--- src/rtl/button_gesture_fsm_if.sv ---
// rtl/button_gesture_fsm_if.sv - button level in, gesture event pulses out
interface button_gesture_fsm_if;
  logic debounced_in;
  logic press_pulse;
  logic release_pulse;
  logic click;
  logic double_click;
  logic long_press;
  logic repeat_pulse;

  modport master (
    output debounced_in,
    input  press_pulse, release_pulse, click, double_click, long_press, repeat_pulse
  );

  modport slave (
    input  debounced_in,
    output press_pulse, release_pulse, click, double_click, long_press, repeat_pulse
  );
endinterface

--- src/rtl/button_gesture_fsm.sv ---
// rtl/button_gesture_fsm.sv - classifies a debounced button level into registered gesture pulses
// Auto-repeat while long-held is built only when BUTTON_GESTURE_REPEAT_EN is defined.
module button_gesture_fsm #(
  parameter int LONG_TICKS   = 1000,
  parameter int GAP_TICKS    = 300,
  parameter int REPEAT_TICKS = 200
) (
  input logic                  clk,
  input logic                  rst,
  button_gesture_fsm_if.slave  bus
);

  localparam int MAX_LG = (LONG_TICKS > GAP_TICKS) ? LONG_TICKS : GAP_TICKS;
`ifdef BUTTON_GESTURE_REPEAT_EN
  localparam int MAX_T  = (MAX_LG > REPEAT_TICKS) ? MAX_LG : REPEAT_TICKS;
`else
  localparam int MAX_T  = MAX_LG;
`endif
  localparam int CW = $clog2(MAX_T) + 1;

  localparam logic [CW-1:0] LONG_LIM = CW'(LONG_TICKS - 1);
  localparam logic [CW-1:0] GAP_LIM  = CW'(GAP_TICKS - 1);
`ifdef BUTTON_GESTURE_REPEAT_EN
  localparam logic [CW-1:0] REP_LIM  = CW'(REPEAT_TICKS - 1);
`endif

  typedef enum logic [2:0] {
    S_IDLE      = 3'd0,
    S_PRESSED   = 3'd1,
    S_WAIT_GAP  = 3'd2,
    S_SECOND    = 3'd3,
    S_LONG_HELD = 3'd4
  } state_t;

  state_t        state, state_next;
  logic [CW-1:0] counter;
  logic          counter_run;
  logic          press_d, release_d, click_d, double_d, long_d, repeat_d;
  logic          in;

  assign in = bus.debounced_in;

  // State, counter and the registered event outputs.
  always_ff @(posedge clk) begin
    if (rst) begin
      state              <= S_IDLE;
      counter            <= '0;
      bus.press_pulse    <= 1'b0;
      bus.release_pulse  <= 1'b0;
      bus.click          <= 1'b0;
      bus.double_click   <= 1'b0;
      bus.long_press     <= 1'b0;
      bus.repeat_pulse   <= 1'b0;
    end else begin
      state              <= state_next;
      if (state_next != state || repeat_d)
        counter <= '0;
      else if (counter_run)
        counter <= counter + 1'b1;
      bus.press_pulse    <= press_d;
      bus.release_pulse  <= release_d;
      bus.click          <= click_d;
      bus.double_click   <= double_d;
      bus.long_press     <= long_d;
      bus.repeat_pulse   <= repeat_d;
    end
  end

  always_comb begin
    state_next = state;
    case (state)
      S_IDLE:      if (in) state_next = S_PRESSED;
      S_PRESSED:   if (!in) state_next = S_WAIT_GAP;
                   else if (counter == LONG_LIM) state_next = S_LONG_HELD;
      S_WAIT_GAP:  if (in) state_next = S_SECOND;
                   else if (counter == GAP_LIM) state_next = S_IDLE;
      S_SECOND:    if (!in) state_next = S_IDLE;
                   else if (counter == LONG_LIM) state_next = S_LONG_HELD;
      S_LONG_HELD: if (!in) state_next = S_IDLE;
      default:     state_next = S_IDLE;
    endcase
  end

  // Release is tested before the counter limit, so a release on the limit edge wins.
  always_comb begin
    press_d     = 1'b0;
    release_d   = 1'b0;
    click_d     = 1'b0;
    double_d    = 1'b0;
    long_d      = 1'b0;
    repeat_d    = 1'b0;
    counter_run = 1'b0;
    case (state)
      S_PRESSED: begin
        counter_run = 1'b1;
        if (!in) release_d = 1'b1;
        else if (counter == LONG_LIM) long_d = 1'b1;
      end
      S_WAIT_GAP: begin
        counter_run = 1'b1;
        if (in) press_d = 1'b1;
        else if (counter == GAP_LIM) click_d = 1'b1;
      end
      S_SECOND: begin
        counter_run = 1'b1;
        if (!in) begin
          release_d = 1'b1;
          double_d  = 1'b1;
        end else if (counter == LONG_LIM) begin
          long_d = 1'b1;
        end
      end
      S_LONG_HELD: begin
        if (!in) release_d = 1'b1;
`ifdef BUTTON_GESTURE_REPEAT_EN
        else begin
          counter_run = 1'b1;
          if (counter == REP_LIM) repeat_d = 1'b1;
        end
`endif
      end
      default: begin
        if (in) press_d = 1'b1;
      end
    endcase
  end

endmodule

--- src/flat_wrapper.sv ---
// flat-port wrapper written by rule: the top's interface ports become plain ports
module button_gesture_fsm_flat 
#(
  parameter int LONG_TICKS   = 1000,
  parameter int GAP_TICKS    = 300,
  parameter int REPEAT_TICKS = 200
)
  (clk, rst, bus_debounced_in, bus_press_pulse, bus_release_pulse, bus_click, bus_double_click, bus_long_press, bus_repeat_pulse);
  button_gesture_fsm_if bus_i ();
  input logic clk;
  input logic rst;
  input wire logic [$bits(bus_i.debounced_in)-1:0] bus_debounced_in;
  output wire logic [$bits(bus_i.press_pulse)-1:0] bus_press_pulse;
  output wire logic [$bits(bus_i.release_pulse)-1:0] bus_release_pulse;
  output wire logic [$bits(bus_i.click)-1:0] bus_click;
  output wire logic [$bits(bus_i.double_click)-1:0] bus_double_click;
  output wire logic [$bits(bus_i.long_press)-1:0] bus_long_press;
  output wire logic [$bits(bus_i.repeat_pulse)-1:0] bus_repeat_pulse;
  assign bus_i.debounced_in = bus_debounced_in;
  assign bus_press_pulse = bus_i.press_pulse;
  assign bus_release_pulse = bus_i.release_pulse;
  assign bus_click = bus_i.click;
  assign bus_double_click = bus_i.double_click;
  assign bus_long_press = bus_i.long_press;
  assign bus_repeat_pulse = bus_i.repeat_pulse;
  button_gesture_fsm #(.LONG_TICKS(LONG_TICKS), .GAP_TICKS(GAP_TICKS), .REPEAT_TICKS(REPEAT_TICKS)) u_core (.clk(clk), .rst(rst), .bus(bus_i));
endmodule
--- config.mk ---
export PLATFORM = sky130hd
export DESIGN_NAME = button_gesture_fsm_flat
export DESIGN_NICKNAME = d
export VERILOG_FILES = /design/src/rtl/button_gesture_fsm_if.sv /design/src/rtl/button_gesture_fsm.sv /design/src/flat_wrapper.sv
export SDC_FILE = /design/constraint.sdc
export NUM_CORES = 1
export LEC_CHECK = 0
export CAP_MARGIN = 20
export CELL_PAD_IN_SITES_DETAIL_PLACEMENT = 1
export CELL_PAD_IN_SITES_GLOBAL_PLACEMENT = 2
export CORE_ASPECT_RATIO = 1.1
export CORE_MARGIN = 8
export CORE_UTILIZATION = 37
export CTS_CLUSTER_DIAMETER = 30
export DETAILED_ROUTE_END_ITERATION = 10
export MAX_ROUTING_LAYER = met4
export PLACE_DENSITY_LB_ADDON = 0.2
export SLEW_MARGIN = 15
export SYNTH_ARGS = -nofsm -noshare
export SYNTH_HDL_FRONTEND = slang
export SYNTH_SLANG_ARGS = --single-unit
--- constraint.sdc ---
create_clock -name clk -period 3.1 [get_ports clk]
set_clock_uncertainty 0.15 [all_clocks]
set_input_delay 0.62 -clock clk [delete_from_list [all_inputs] [get_ports clk]]
set_output_delay 0.62 -clock clk [all_outputs]
set_load 0.02 [all_outputs]
==> results of run 1 <==
registers in the layout, indices dropped and copies added (netlist names):
| name | cells |
|---|---|
| u_core.counter | 11 |
| u_core.bus.press_pulse | 1 |
| u_core.state | 3 |
| u_core.bus.release_pulse | 1 |
| u_core.bus.click | 1 |
| u_core.bus.long_press | 1 |
| u_core.bus.double_click | 1 |
power by group:
group	switching [mW]	internal [mW]	total, mW
registers	0.00568	0.248	0.254
clock network	0.0853	0.0481	0.133
logic	0.0231	0.0155	0.0386
cell families (layout without fill, tap and decap cells):
logic type | Yosys count | count (layout) | share of synthesized area, %
AO/OA/AOI/OAI | 10 | 10 | 9.03
XOR/XNOR | 10 | 10 | 9.03
adder cells (fa/ha/maj) | 1 | 1 | 1.29
buffers and inverters | 9 | 15 | 5.93
flip-flops | 19 | 19 | 39.2
multiplexers | 1 | 1 | 1.03
other | 1 | 1 | 0.387
AND/OR/NAND/NOR | 51 | 51 | 34.1
worst max-delay path by stage:
stage / from / to / slack, ps / cells after the start
final: u_core.counter[0] / u_core.counter[0] / 830 / 6
after global routing: u_core.counter[0] / u_core.counter[0] / 650 / 6
after CTS: u_core.counter[0] / u_core.counter[0] / 790 / 6
after detailed placement: bus_debounced_in / u_core.counter[0] / 740 / 5
after global placement: bus_debounced_in / u_core.counter[0] / 780 / 5
after floorplan: u_core.counter[0] / u_core.state[1] / 1200 / 5
cells in the mapped netlist, types with 2 or more instances:
cell type  number
dfxtp_1        19
nor2_1         11
nand2_1         5
nand4_1         5
nor3_2          5
xnor2_1         5
xor2_1          5
nand2b_1        4
inv_1           3
nand3_1         3
nor3_1          3
a21oi_1         2
and2_1          2
and4_1          2
buf_4           2
buf_6           2
nor3b_1         2
nor4_1          2
nor4b_1         2
o21bai_1        2
critical path, cell delays in order, from the launching register on:
cell and delay (ps):
dfxtp_1 410, ha_1 320, nand4bb_1 250, nor4b_2 300
buf_4 180, a211o_1 430, nor3_1 110
area by class of cell:
cell class                      instances  share of cell area, %
Clock inverter                          1                  0.469
Clock buffer                            3                   2.11
Sequential cell                        19                   35.6
Inverter                                3                   1.06
Multi-Input combinational cell         74                   49.8
Tap cell                               31                   3.63
Timing Repair Buffer                    8                   7.27
routing by layer:
layer	global-route usage, %	vias to the layer above
li1	-	371
met1	11.5	357
met2	16.8	9
met3	2.75	5
met4	4.61	0
met5	-	-
through the flow:
step	hold slack [ps]	instances	setup WS [ps]
after floorplan	322	102	1200
after global placement	337	135	783
after detailed placement	352	135	743
after CTS	383	139	788
after global routing	395	139	648
final	383	139	827
==> out/metrics.cfg, run 1 <==
[run_status]
status = complete, no violations

[critical_path]
rr_startpoint = u_core.counter[0]
arrival_ps = 2310
worst_ep_required_time_ps = 3140
r2r_end = u_core.counter[0]
reg2reg_depth = 6
setup.worst_path.end_class = register
r2r_slack_ps = 830
cp-start-kind = register
cp_max_fo = 11
worstSetupPathType = reg2reg

[timing]
finalHoldViolations = 0
min_period_ps = 2270
finalSetupViolations = 0
slew_violations = 0
finalCritPeriodShare_pct = 73.3
fmax_mhz = 440
final.setup.tns_ps = 0
rsz0062_at_grt = false

[drt]
wl_per_cell_um = 15.6
antenna_left = 0
vias = 742
remaining_drc_errors = 0
wirelength_mm = 2.16
dr.pass1.iters = 4
wl_met3_um = 93
vias_per_cell = 5.34
maxUsedRoutingLayer = met4
drt-met1-wl_um = 974
dr_wl_met2_mm = 1.06
drtIter0Drc = 22

[final_layout]
utilization_pct = 42.8
drive_gt1_share_pct = 14.8
diodes = 0
final_cell_mix = dfxtp_1, nor2_1, clkdlybuf4s50_1
nets = 113
stdcell_area_mm2 = 0.00107
area_delta_synth_final_pct = 10.1
layout_commonest_cell = dfxtp_1
ff_latch_area_um2 = 380
multi_input_area_um2 = 532
final.fill_count = 297

[placed_design]
place.gp.congestion = 0.756
port_buffers = 7
place_area_mm2 = 0.00104
dp_hpwl_mm = 1.61

[worst_hold_path]
hp-class = reg2reg
hold_path_startpoint = u_core.counter[10]
holdPathStages = 2
worstHoldEndpoint = u_core.counter[10]

[power]
cellPowerDensity_mw_per_mm2 = 399
max-vdd-ir-drop_uv = 195
leakage_nw = 0.348
power_mw = 0.426

[logic_synthesis]
async_flop_share_pct = 0
synth_seq_area_share_pct = 39.2
synth_seq_cells = 19
yosysTopAreaCellShare_pct = 39.2
synth_area_leaders = dfxtp_1, nor3_2, xnor2_1, xor2_1, nor2_1
syn_avg_cell_area_um2 = 9.51
yosysWarningCount = 0
synth_top_area_cell = dfxtp_1
ys.flop_type = dfxtp_1
synthesis.area_um2 = 970
synth_cells = 102
synth_edf_count = 0
synth_nets = 106
synth_cell_types = 36

[cts]
root_buffer = clkbuf_4
max-clock-path-buffers = 2
cts_max_level = 1
cts_setup_buffers = 0
ctsResizeCount = 0
cts_num_sinks = 19
clock_latency_ps = 300
cts_hold_buf = 0
cts_tree = done
path_clk_slew_ps = 120
numCtsBuffers = 3

[grt]
gr-total-overflow = 0
first_global_vias = 791
grt_first_pass_wirelength_mm = 3.69
grt_antenna_before_repair = 0
gr-usage-all-layers_pct = 10.3
grt_max_degree = 12

[floorplan]
rows = 19
fp.dieH_um = 69.7
die_x_um = 64.8
core_mm2 = 0.00250
start_util_pct = 38.8
die_area_mm2 = 0.00452
ios = 9

[flow_run]
maxCapViolations = 0

(Power assumes the default switching activity.)
==> run 2: changes to the inputs <==
CORE_UTILIZATION = 34   (was 37)
clock period = 2.32 ns   (was 3.1 ns; I/O delays follow)
==> out/metrics.cfg, run 2 (synthesis gave the netlist of run 1 again) <==
[timing]
finalHoldViolations = 0
rsz0062_at_grt = false
min_period_ps = 1940
final.setup.tns_ps = 0
fmax_mhz = 515
slew_violations = 0
finalSetupViolations = 0
finalCritPeriodShare_pct = 83.6
whs_ps = 378

[final_layout]
stdcell_area_mm2 = 0.00113
regMostFlops = u_core.counter
ff_latch_area_um2 = 380
diodes = 0
layout_commonest_cell = dfxtp_1
largest_reg_flops = 11
nets = 119
final_cell_mix = dfxtp_1, nor2_1, clkdlybuf4s50_1
area_delta_synth_final_pct = 16.3
largestRegisters = u_core.counter (11), u_core.state (3)
final.fill_count = 338
drive_gt1_share_pct = 19.3
stdcell_count = 147
multi_input_area_um2 = 532

[critical_path]
reg2reg_depth = 6
worstSetupPathType = reg2reg
worst_ep_required_time_ps = 2360
setup.worst_path.end_class = register
arrival_ps = 1980
cp_max_fo = 11
cp-start-kind = register
r2r_end = u_core.counter[0]
rr_startpoint = u_core.counter[0]
r2r_slack_ps = 380

[floorplan]
core_mm2 = 0.00275
start_util_pct = 35.2
fp.dieH_um = 72.0
die_x_um = 66.9
rows = 20
die_area_mm2 = 0.00482
ios = 9

[cts]
cts_max_level = 1
cts_tree = done
cts_hold_buf = 0
path_clk_slew_ps = 110
cts_num_sinks = 19
cts_setup_buffers = 0
max-clock-path-buffers = 2
clock_latency_ps = 300
root_buffer = clkbuf_4
ctsResizeCount = 0
numCtsBuffers = 3

[grt]
gr-total-overflow = 0
grt_antenna_before_repair = 0
grt_max_degree = 12
grt.met3_usage_pct = 2.16
gr-usage-all-layers_pct = 10.6
first_global_vias = 796
grt_first_pass_wirelength_mm = 3.93
met1_usage_pct = 12.3
top_usage_layer = met2
grt_use_met2_pct = 16.8

[placed_design]
place.gp.congestion = 0.747
placedCellCount = 143
place_area_mm2 = 0.00110
dp_hpwl_mm = 1.67
port_buffers = 7

[drt]
wl_per_cell_um = 15.2
antenna_left = 0
vias_per_cell = 5.21
drtIter0Drc = 33
dr.pass1.iters = 3
remaining_drc_errors = 0
wirelength_mm = 2.23
vias = 766

[run_status]
status = complete, no violations

[power]
max-vdd-ir-drop_uv = 301
cellPowerDensity_mw_per_mm2 = 509
leakage_nw = 0.383

[worst_hold_path]
worstHoldEndpoint = u_core.counter[10]
holdPathStages = 2
hold_path_startpoint = u_core.counter[10]
hp-class = reg2reg

[flow_run]
maxCapViolations = 0

==> run 2: cell count changes in the layout (fill, tap and decap cells not counted), sizes merged <==
| cell | before | now |
|---|---|---|
| buf | 1 | 7 |
==> run 2: area by class of cell <==
cell class / instances / area share [%]
tap: 33 / 3.66
multi-input combinational: 74 / 47.2
sequential: 19 / 33.7
clock buffer: 3 / 2.00
inverter: 3 / 0.999
clock inverter: 1 / 0.444
timing repair buffer: 14 / 12.0
==> run 2: how the worst max path moves through the flow <==
stage / slack, ps / endpoint / start / cells after the start
finish: 380 / u_core.counter[0] / u_core.counter[0] / 6
global route: 270 / u_core.counter[0] / u_core.counter[1] / 6
CTS: 320 / u_core.bus.long_press / u_core.counter[0] / 5
detailed placement: 170 / u_core.counter[0] / bus_debounced_in / 4
global placement: 230 / u_core.counter[0] / bus_debounced_in / 4
floorplan: 420 / u_core.state[1] / u_core.counter[0] / 5
==> run 2: report_power, final <==
group | switching (mW) | internal [mW]
sequential | 0.00575 | 0.332
combinational | 0.0337 | 0.0281
clock | 0.111 | 0.0641
==> run 2: metrics by stage <==
step / total power, mW / util (%) / setup slack [ps]
floorplan: 0.385 / - / 423
global route: 0.603 / 41.0 / 271
detailed placement: 0.407 / 40.0 / 174
global placement: 0.406 / 40.0 / 226
finish: 0.574 / 41.0 / 380
CTS: 0.586 / 41.0 / 316
==> run 2: routing by layer <==
metal | wire (um) | vias to the layer above | share of wire, %
met2 | 1110 | 6 | 50
met3 | 87 | 2 | 3.9
met1 | 1020 | 376 | 46
met5 | 0 | - | 0
li1 | - | 382 | -
met4 | 21 | 0 | 0.94
==> run 2: critical path: stages (launching register included) <==
cell and delay, ps:
dfxtp_1 410, ha_1 210, nand4bb_1 150, nor4b_2 470
a211o_1 240, buf_12 150, nor3_1 60
